===== config.mk =====
export PLATFORM = sky130hd
export DESIGN_NAME = sram_word_ctrl
export DESIGN_NICKNAME = d
export VERILOG_FILES = /design/src/rtl/sram_pkg.sv /design/src/rtl/sram_word_ctrl.sv
export SDC_FILE = /design/constraint.sdc
export NUM_CORES = 1
export LEC_CHECK = 0
export CAP_MARGIN = 20
export CELL_PAD_IN_SITES_DETAIL_PLACEMENT = 1
export CELL_PAD_IN_SITES_GLOBAL_PLACEMENT = 2
export CORE_MARGIN = 5
export CORE_UTILIZATION = 30
export CTS_BUF_LIST = sky130_fd_sc_hd__clkbuf_8
export CTS_CLUSTER_SIZE = 8
export DETAILED_ROUTE_END_ITERATION = 10
export PLACE_DENSITY = 0.87
export SKIP_CTS_REPAIR_TIMING = 1
export SYNTH_ARGS = -nofsm -noshare
export SYNTH_HDL_FRONTEND = slang
export SYNTH_SLANG_ARGS = --single-unit

===== constraint.sdc =====
create_clock -name clk -period 2.1 [get_ports clk]
set_input_delay 0.42 -clock clk [delete_from_list [all_inputs] [get_ports clk]]
set_output_delay 0.42 -clock clk [all_outputs]
set_load 0.01 [all_outputs]

===== src/rtl/sram_pkg.sv =====
// Shared definitions for the word-to-byte SRAM controller: FSM states,
// default geometry and the active-low polarity of the SRAM strobes.
package sram_pkg;

    typedef enum logic [1:0] {
        ST_IDLE   = 2'd0,
        ST_ACCESS = 2'd1,
        ST_RESP   = 2'd2
    } state_t;

    localparam int DW_DEFAULT    = 32;
    localparam int BYTES_DEFAULT = DW_DEFAULT / 8;

    // SRAM strobes are active low.
    localparam logic CTL_ON  = 1'b0;
    localparam logic CTL_OFF = 1'b1;

    // Beat counter width; at least one bit even for a single-byte word.
    function automatic int beat_width(input int bytes);
        return (bytes > 1) ? $clog2(bytes) : 1;
    endfunction

    localparam int BEAT_W_DEFAULT = beat_width(BYTES_DEFAULT);

endpackage


===== src/rtl/sram_word_ctrl.sv =====
// Word-wide request port serialised into little-endian single-cycle byte
// accesses on a 32Kx8 asynchronous SRAM. All SRAM-facing outputs are
// registered; the value for each beat is computed one cycle ahead so the
// first beat appears in the cycle right after the request is accepted.
module sram_word_ctrl
    import sram_pkg::*;
#(
    parameter int  DW    = 32,
    parameter int  AW    = 15,
    localparam int BYTES = DW / 8,
    localparam int WAW   = AW - $clog2(DW / 8)
) (
    input  logic             clk,
    input  logic             rst_n,
    input  logic             req_valid,
    output logic             req_ready,
    input  logic             req_we,
    input  logic [WAW-1:0]   req_addr,
    input  logic [DW-1:0]    req_wdata,
    input  logic [BYTES-1:0] req_wstrb,
    output logic             rsp_valid,
    output logic [DW-1:0]    rsp_rdata,
    output logic             sram_ce_n,
    output logic             sram_oe_n,
    output logic             sram_we_n,
    output logic [AW-1:0]    sram_a,
    output logic [7:0]       io_out,
    output logic             io_oe,
    input  logic [7:0]       io_in
);

    localparam int AS = $clog2(BYTES);        // byte-lane bits inside a word
    localparam int BW = beat_width(BYTES);    // beat counter width

    state_t             state_reg, state_next;
    logic [BW-1:0]      beat_reg, beat_next;

    // Request captured on accept; the requester may change req_* afterwards.
    logic               we_q;
    logic [WAW-1:0]     addr_q;
    logic [DW-1:0]      wdata_q;
    logic [BYTES-1:0]   wstrb_q;

    logic [DW-1:0]      rdata_q, rdata_merged, rsp_rdata_reg;

    logic               ce_reg, oe_reg, we_reg, io_oe_reg, rsp_valid_reg;
    logic               ce_next, oe_next, we_next, io_oe_next, rsp_valid_next;
    logic [AW-1:0]      a_reg, a_next;
    logic [7:0]         io_out_reg, io_out_next;

    // Beat about to be presented and where its request fields come from.
    logic               issue;
    logic [BW-1:0]      issue_beat;
    logic               src_we;
    logic [WAW-1:0]     src_addr;
    logic [DW-1:0]      src_wdata;
    logic [BYTES-1:0]   src_wstrb;

    logic               accept, last_beat;

    assign accept    = req_valid && (state_reg == ST_IDLE);
    assign last_beat = (beat_reg == BW'(BYTES - 1));

    // Next-state logic; also picks which beat (if any) is driven next cycle.
    always_comb begin
        state_next     = state_reg;
        beat_next      = beat_reg;
        rsp_valid_next = 1'b0;
        issue          = 1'b0;
        issue_beat     = '0;
        src_we         = we_q;
        src_addr       = addr_q;
        src_wdata      = wdata_q;
        src_wstrb      = wstrb_q;
        case (state_reg)
            ST_IDLE: begin
                if (accept) begin
                    // First beat comes straight from the request inputs
                    // because the capture registers load on this same edge.
                    state_next = ST_ACCESS;
                    beat_next  = '0;
                    issue      = 1'b1;
                    src_we     = req_we;
                    src_addr   = req_addr;
                    src_wdata  = req_wdata;
                    src_wstrb  = req_wstrb;
                end
            end
            ST_ACCESS: begin
                if (last_beat) begin
                    state_next     = ST_RESP;
                    rsp_valid_next = 1'b1;
                end else begin
                    beat_next  = beat_reg + 1'b1;
                    issue      = 1'b1;
                    issue_beat = beat_reg + 1'b1;
                end
            end
            ST_RESP: begin
                state_next = ST_IDLE;
            end
            default: begin
                state_next = ST_IDLE;
            end
        endcase
    end

    // SRAM strobes, address and byte lane for the beat being issued; all
    // strobes idle otherwise (RESP doubles as the deselect/turnaround cycle).
    always_comb begin
        ce_next     = CTL_OFF;
        oe_next     = CTL_OFF;
        we_next     = CTL_OFF;
        io_oe_next  = 1'b0;
        io_out_next = 8'h00;
        a_next      = a_reg;
        if (issue) begin
            a_next = (AW'(src_addr) << AS) | AW'(issue_beat);
            if (src_we) begin
                // Masked lanes still consume a beat so timing never varies.
                if (src_wstrb[issue_beat]) begin
                    ce_next     = CTL_ON;
                    we_next     = CTL_ON;
                    io_oe_next  = 1'b1;
                    io_out_next = src_wdata[8*issue_beat +: 8];
                end
            end else begin
                ce_next = CTL_ON;
                oe_next = CTL_ON;
            end
        end
    end

    // Current read beat's byte merged into the partially assembled word.
    always_comb begin
        rdata_merged = rdata_q;
        rdata_merged[8*beat_reg +: 8] = io_in;
    end

    // FSM state, beat counter and registered SRAM-facing outputs.
    always_ff @(posedge clk or negedge rst_n) begin
        if (!rst_n) begin
            state_reg     <= ST_IDLE;
            beat_reg      <= '0;
            ce_reg        <= CTL_OFF;
            oe_reg        <= CTL_OFF;
            we_reg        <= CTL_OFF;
            io_oe_reg     <= 1'b0;
            io_out_reg    <= 8'h00;
            a_reg         <= '0;
            rsp_valid_reg <= 1'b0;
        end else begin
            state_reg     <= state_next;
            beat_reg      <= beat_next;
            ce_reg        <= ce_next;
            oe_reg        <= oe_next;
            we_reg        <= we_next;
            io_oe_reg     <= io_oe_next;
            io_out_reg    <= io_out_next;
            a_reg         <= a_next;
            rsp_valid_reg <= rsp_valid_next;
        end
    end

    // Request capture on accept and read-data assembly; the response word
    // only changes when a read finishes so it stays stable between reads.
    always_ff @(posedge clk or negedge rst_n) begin
        if (!rst_n) begin
            we_q          <= 1'b0;
            addr_q        <= '0;
            wdata_q       <= '0;
            wstrb_q       <= '0;
            rdata_q       <= '0;
            rsp_rdata_reg <= '0;
        end else begin
            if (accept) begin
                we_q    <= req_we;
                addr_q  <= req_addr;
                wdata_q <= req_wdata;
                wstrb_q <= req_wstrb;
            end
            if (state_reg == ST_ACCESS && !we_q) begin
                rdata_q <= rdata_merged;
                if (last_beat) begin
                    rsp_rdata_reg <= rdata_merged;
                end
            end
        end
    end

    assign req_ready = (state_reg == ST_IDLE);
    assign rsp_valid = rsp_valid_reg;
    assign rsp_rdata = rsp_rdata_reg;
    assign sram_ce_n = ce_reg;
    assign sram_oe_n = oe_reg;
    assign sram_we_n = we_reg;
    assign sram_a    = a_reg;
    assign io_out    = io_out_reg;
    assign io_oe     = io_oe_reg;

endmodule


# Yosys cells after proc, flatten, opt, wreduce, memory -nomap -nowiden
# Index checks and enable logic that the tools add are counted.
[word_totals]
reg_bits = 146
latch_bits = 0
ramBits = 0
romBits = 0
inputBits = 61
output_inout_bits = 61
wordCells = 72
n_memories = 0
[classes]
n_addsub = 2
n_mul = 0
div_mod_pow = 0
n_lt_le_gt_ge = 1
n_eq_ne = 5
shift = 3
n_mux = 37
bitwise_logic = 1
reduce_logical = 8
[op_table]
columns = ["operator", "n"]
rows = [
  ["$mux 32", 2],
  ["$neg 5->34", 1],
  ["$shift 8x34->32 const A", 1],
  ["$shiftx 8x34->32", 1],
  ["$bwmux 32", 1],
  ["$shiftx 32x6->8", 1],
  ["$mux 13", 2],
  ["$mux 8", 3],
  ["$mux 1", 17],
  ["$or 15x2->15", 1],
  ["$mux 2", 6],
  ["$mux 4", 2],
  ["$pmux 2 s2", 2],
  ["$ne 2x2->1 const B", 2],
  ["$reduce_and 2->1", 2],
  ["$lt 2x3->1 const B", 1],
  ["$reduce_and 3->1", 1],
  ["$add 2x1->2 const B", 1],
  ["$bmux 1 s2", 1],
  ["$eq 2x1->1 const B", 1],
  ["$eq 2x2->1 const B", 1],
  ["$logic_and 1x1->1", 2],
  ["$logic_not 2->1", 1],
  ["$ne 2x1->1 const B", 1],
  ["3 further kinds", 3],
]

# Longest topological paths before layout
[depth]
word_depth = 9
ltp_mapped = 9
ltp_nobuf = 6

# Worst setup path before layout
# No wires, ideal clock.
[synth_timing]
path_kind = "flip-flop to flip-flop"
from = "register beat_reg[0]"
to = "register io_out_reg[6] (netlist: io_out[6])"
setup_ns = 0.119
t_arrival_ns = 1.903
required_time_ns = 1.981
slack_ns = 0.078
stages_incl_launch_ff = 10
n_path_buf = 3
synth_period_minus_slack_ns = 2.022
cell_sequence = "dfrtp_1 -> inv_2 -> ha_1 -> buf_2 -> and3b_1 -> buf_2 -> buf_2 -> a21oi_1 -> a21oi_1 -> o21ba_1"
[synth_between]
elab_chain_len = 8
elab_cells_between_ends = 12
classes_between = "1 x add/sub; 1 x eq/ne; 1 x shift; 9 x mux"
[synth_rtl]
columns = ["item", "line", "rtl"]
rows = [
  ["from (decl)", "sram_word_ctrl.sv:36", "logic [BW-1:0] beat_reg, beat_next;"],
  ["from (signal assigned)", "sram_word_ctrl.sv:154", "beat_reg <= beat_next;"],
  ["parallel branches: the longest is 7 deep, another holds $add 2x1->2", "-", ""],
  ["$mux 8 (*)", "sram_word_ctrl.sv:117", "if (issue) begin"],
  ["via io_out_next[6]", "sram_word_ctrl.sv:49", "logic [7:0] io_out_reg, io_out_next;"],
  ["to (signal assigned)", "sram_word_ctrl.sv:159", "io_out_reg <= io_out_next;"],
  ["to (decl)", "sram_word_ctrl.sv:49", ""],
]
# Mark *: on every way through the listed nets, which the timed path passes. The select of a mux whose other input is x is not followed.
# A chain may end at the register's enable or synchronous reset.

# Worst setup path after layout
[layout_timing]
from = "register beat_reg[0]"
to = "register io_out_reg[1] (netlist: io_out[1])"
# The elaborated chain is that of the path after synthesis.

==> impl_metrics.yaml <==
die:
  io_pins: 122
  design.die.area_um2: 24000
  core_um2: 20800
  rows: 53
  initial_core_util: 0.302
  die_h_um: 155
  die_w_um: 155
power:
  p_total_uw: 12700
  vdd.ir_drop.worst_v: 0.000503
  p_leak_uw: 0.00390
  powerDensity_nw_per_um2: 1520
layout:
  nets: 846
  final_cell_mix: "nand2_1 (169), dfrtp_1 (142), clkdlybuf4s50_1 (119), a21oi_1 (96), nor2_1 (48)"
  diodes: 0
  area_delta_synth_final_pct: 33.0
  stdcell_count: 1067
  fillers: 2390
  drive_above_1_share: 0.101
  layout_commonest_cell: "nand2_1"
hold_path:
  hold_path.class: "in -> async"
routing:
  first_iter_violations: 221
  drcViolationCount: 0
  vias_per_cell: 4.74
  wl_mm: 17.3
  ant_nets: 0
  drt_pre_antenna_iters: 4
  via_count: 5062
  routedWlPerCell_um: 16.2
setup_path:
  rrSetupSlack_ns: 0.13
  critPathArrivalTime_ns: 2.36
  cp_max_fo: 10
  worstPathRequired_ns: 2.49
  r2r_cells: 6
  crit_start: "beat_reg[0]$_DFFE_PN0P_"
  reg2reg_to: "io_out[1]$_DFF_PN0_"
  cp-start-kind: "register"
  crit_end: "io_out[1]$_DFF_PN0_"
  critPathSlowestCell: "dfrtp_1"
  cp_top_family: "compound AO/OA/AOI/OAI gates"
  critPathMaxStageDelay_ns: 0.43
  path_cells: "inv_2, ha_1, buf_4, a221oi_2, a32oi_4, o21ba_1"
  end_kind: "register"
  crit_type: "reg -> reg"
  cp_num_cells: 6
  path_buf_inv: 2
  r2r_start: "beat_reg[0]$_DFFE_PN0P_"
place:
  place.detailed.hpwl_mm: 12.2
  dpl.cell_count: 1034
  port_buffers: 121
  place.gp.congestion: 0.784
  pre_cts_slack_ns: -0.105
grt:
  grt_max_degree: 65
  overflow: 0
  antenna_found_initial: 0
  grt_pass1_wl_mm: 27.4
  grt_use_total: 0.144
  grt_pass1_vias: 5123
logic_synthesis:
  syn_inst: 652
  syn_area_um2: 6290
  syn_area_per_cell_um2: 9.65
  syn-num-nets: 719
  synth.distinct_cells: 39
  ys_warn_count: 0
  ys_seq_area_frac: 0.581
  synth-seq-cells: 146
sta:
  finalSetupTns_ns: 0
  period_share: 0.936
  relSlewSlack: 0.684
  timing.fmax_mhz: 509
  drv_slew: 0
  hold_viol: 0
  period_needed_ns: 1.97
  worst_slew_pin_slew_ns: 0.472
  holdWs_ns: 0.462
  finalClockSkew_ns: 0.0139
  grt_setup_unrepaired: "no"
  setup_slack_ns: 0.133
  setup_violations: 0
clocking:
  root_buffer: "clkbuf_8"
  cts_max_path_buffers: 2
  clkTransAtPathRegs_ns: 0.08
  cts_inserted_buffers: 17
  cts.sinks: 146
  h-tree-depth: 4
  clock_latency_ns: 0.45
  cts_tree: "built"
job:
  max-cap-violations: 0
outcome:
  status: "completed"
per-layer routing:
layer	up-vias	routed length, um	GRT usage
met3	14	831	0.0373
met4	0	226	0.0425
met5	-	0	0
met1	2484	7920	0.191
li1	2438	-	-
met2	126	8320	0.235
cells by family after synthesis:
family,Yosys count,share of synthesized area
simple gates,274,0.194
buf+inv,53,0.0400
compound gates,172,0.171
fa+ha+maj,6,0.0119
flops,146,0.581
mux,1,0.00179
area by class of cell:
type                       count  area (um^2)  share of cell area
clock buffer                  22          303              0.0362
clock inverter                10         83.8              0.0100
inverter                       8         30.0             0.00359
multi-input combinational    453         2420               0.289
sequential                   146         3660               0.437
tap                          275          344              0.0411
timing repair buffer         153         1530               0.183
how the worst min path moves through the flow:
stage,startpoint,depth (start not counted),endpoint
2_1_floorplan,rst_n,0,addr_q[0]$_DFF_PN0_
3_3_place_gp,rst_n,1,rsp_rdata[21]$_DFFE_PN0P_
3_5_place_dp,rst_n,1,rsp_rdata[21]$_DFFE_PN0P_
4_1_cts,rst_n,1,rsp_rdata[21]$_DFFE_PN0P_
5_1_grt,req_wdata[22],3,wdata_q[22]$_DFF_PN0_
6_report,rst_n,2,rsp_rdata[22]$_DFFE_PN0P_
Yosys cell counts:
library cell / instances / share of area
nor3b_2: 1 / 0.0020
a22o_1: 32 / 0.045
nor4bb_1: 1 / 0.0016
and3b_1: 3 / 0.0042
o21a_1: 1 / 0.0012
and2_1: 5 / 0.0050
o22ai_1: 1 / 0.00099
nand4b_1: 1 / 0.0014
inv_1: 7 / 0.0042
dfrtp_1: 143 / 0.57
mux2_2: 1 / 0.0018
a221oi_2: 1 / 0.0024
dfstp_2: 3 / 0.013
buf_4: 5 / 0.0060
a32oi_2: 1 / 0.0026
a31oi_1: 14 / 0.014
nor4b_4: 1 / 0.0038
buf_1: 8 / 0.0048
nor2b_1: 33 / 0.033
ha_1: 6 / 0.012
o21ai_0: 7 / 0.0056
o21ai_1: 8 / 0.0064
clkbuf_1: 5 / 0.0030
a21oi_1: 96 / 0.076
or3b_1: 1 / 0.0014
and3_1: 1 / 0.00099
inv_2: 1 / 0.00060
o21ba_1: 8 / 0.013
nor2_1: 48 / 0.029
or4b_1: 1 / 0.0016
o2111a_1: 1 / 0.0018
a21oi_2: 1 / 0.0014
buf_2: 27 / 0.021
nand2b_1: 4 / 0.0040
nand2_1: 169 / 0.10
a21o_1: 1 / 0.0012
nand3b_1: 2 / 0.0024
nor3_1: 1 / 0.00079
nor3_2: 2 / 0.0032
where the power goes:
part,total [uW],internal [uW],switching (uW)
clock network,2160,1080,1070
registers,4870,4130,741
logic,5690,2760,2930
stage by stage:
step	util	area, um^2
after floorplan	-	6290
after global placement	0.382	7950
after detailed placement	0.382	7950
after CTS	0.400	8330
after global routing	0.402	8370
final	0.402	8370
(Power assumes the default switching activity.)
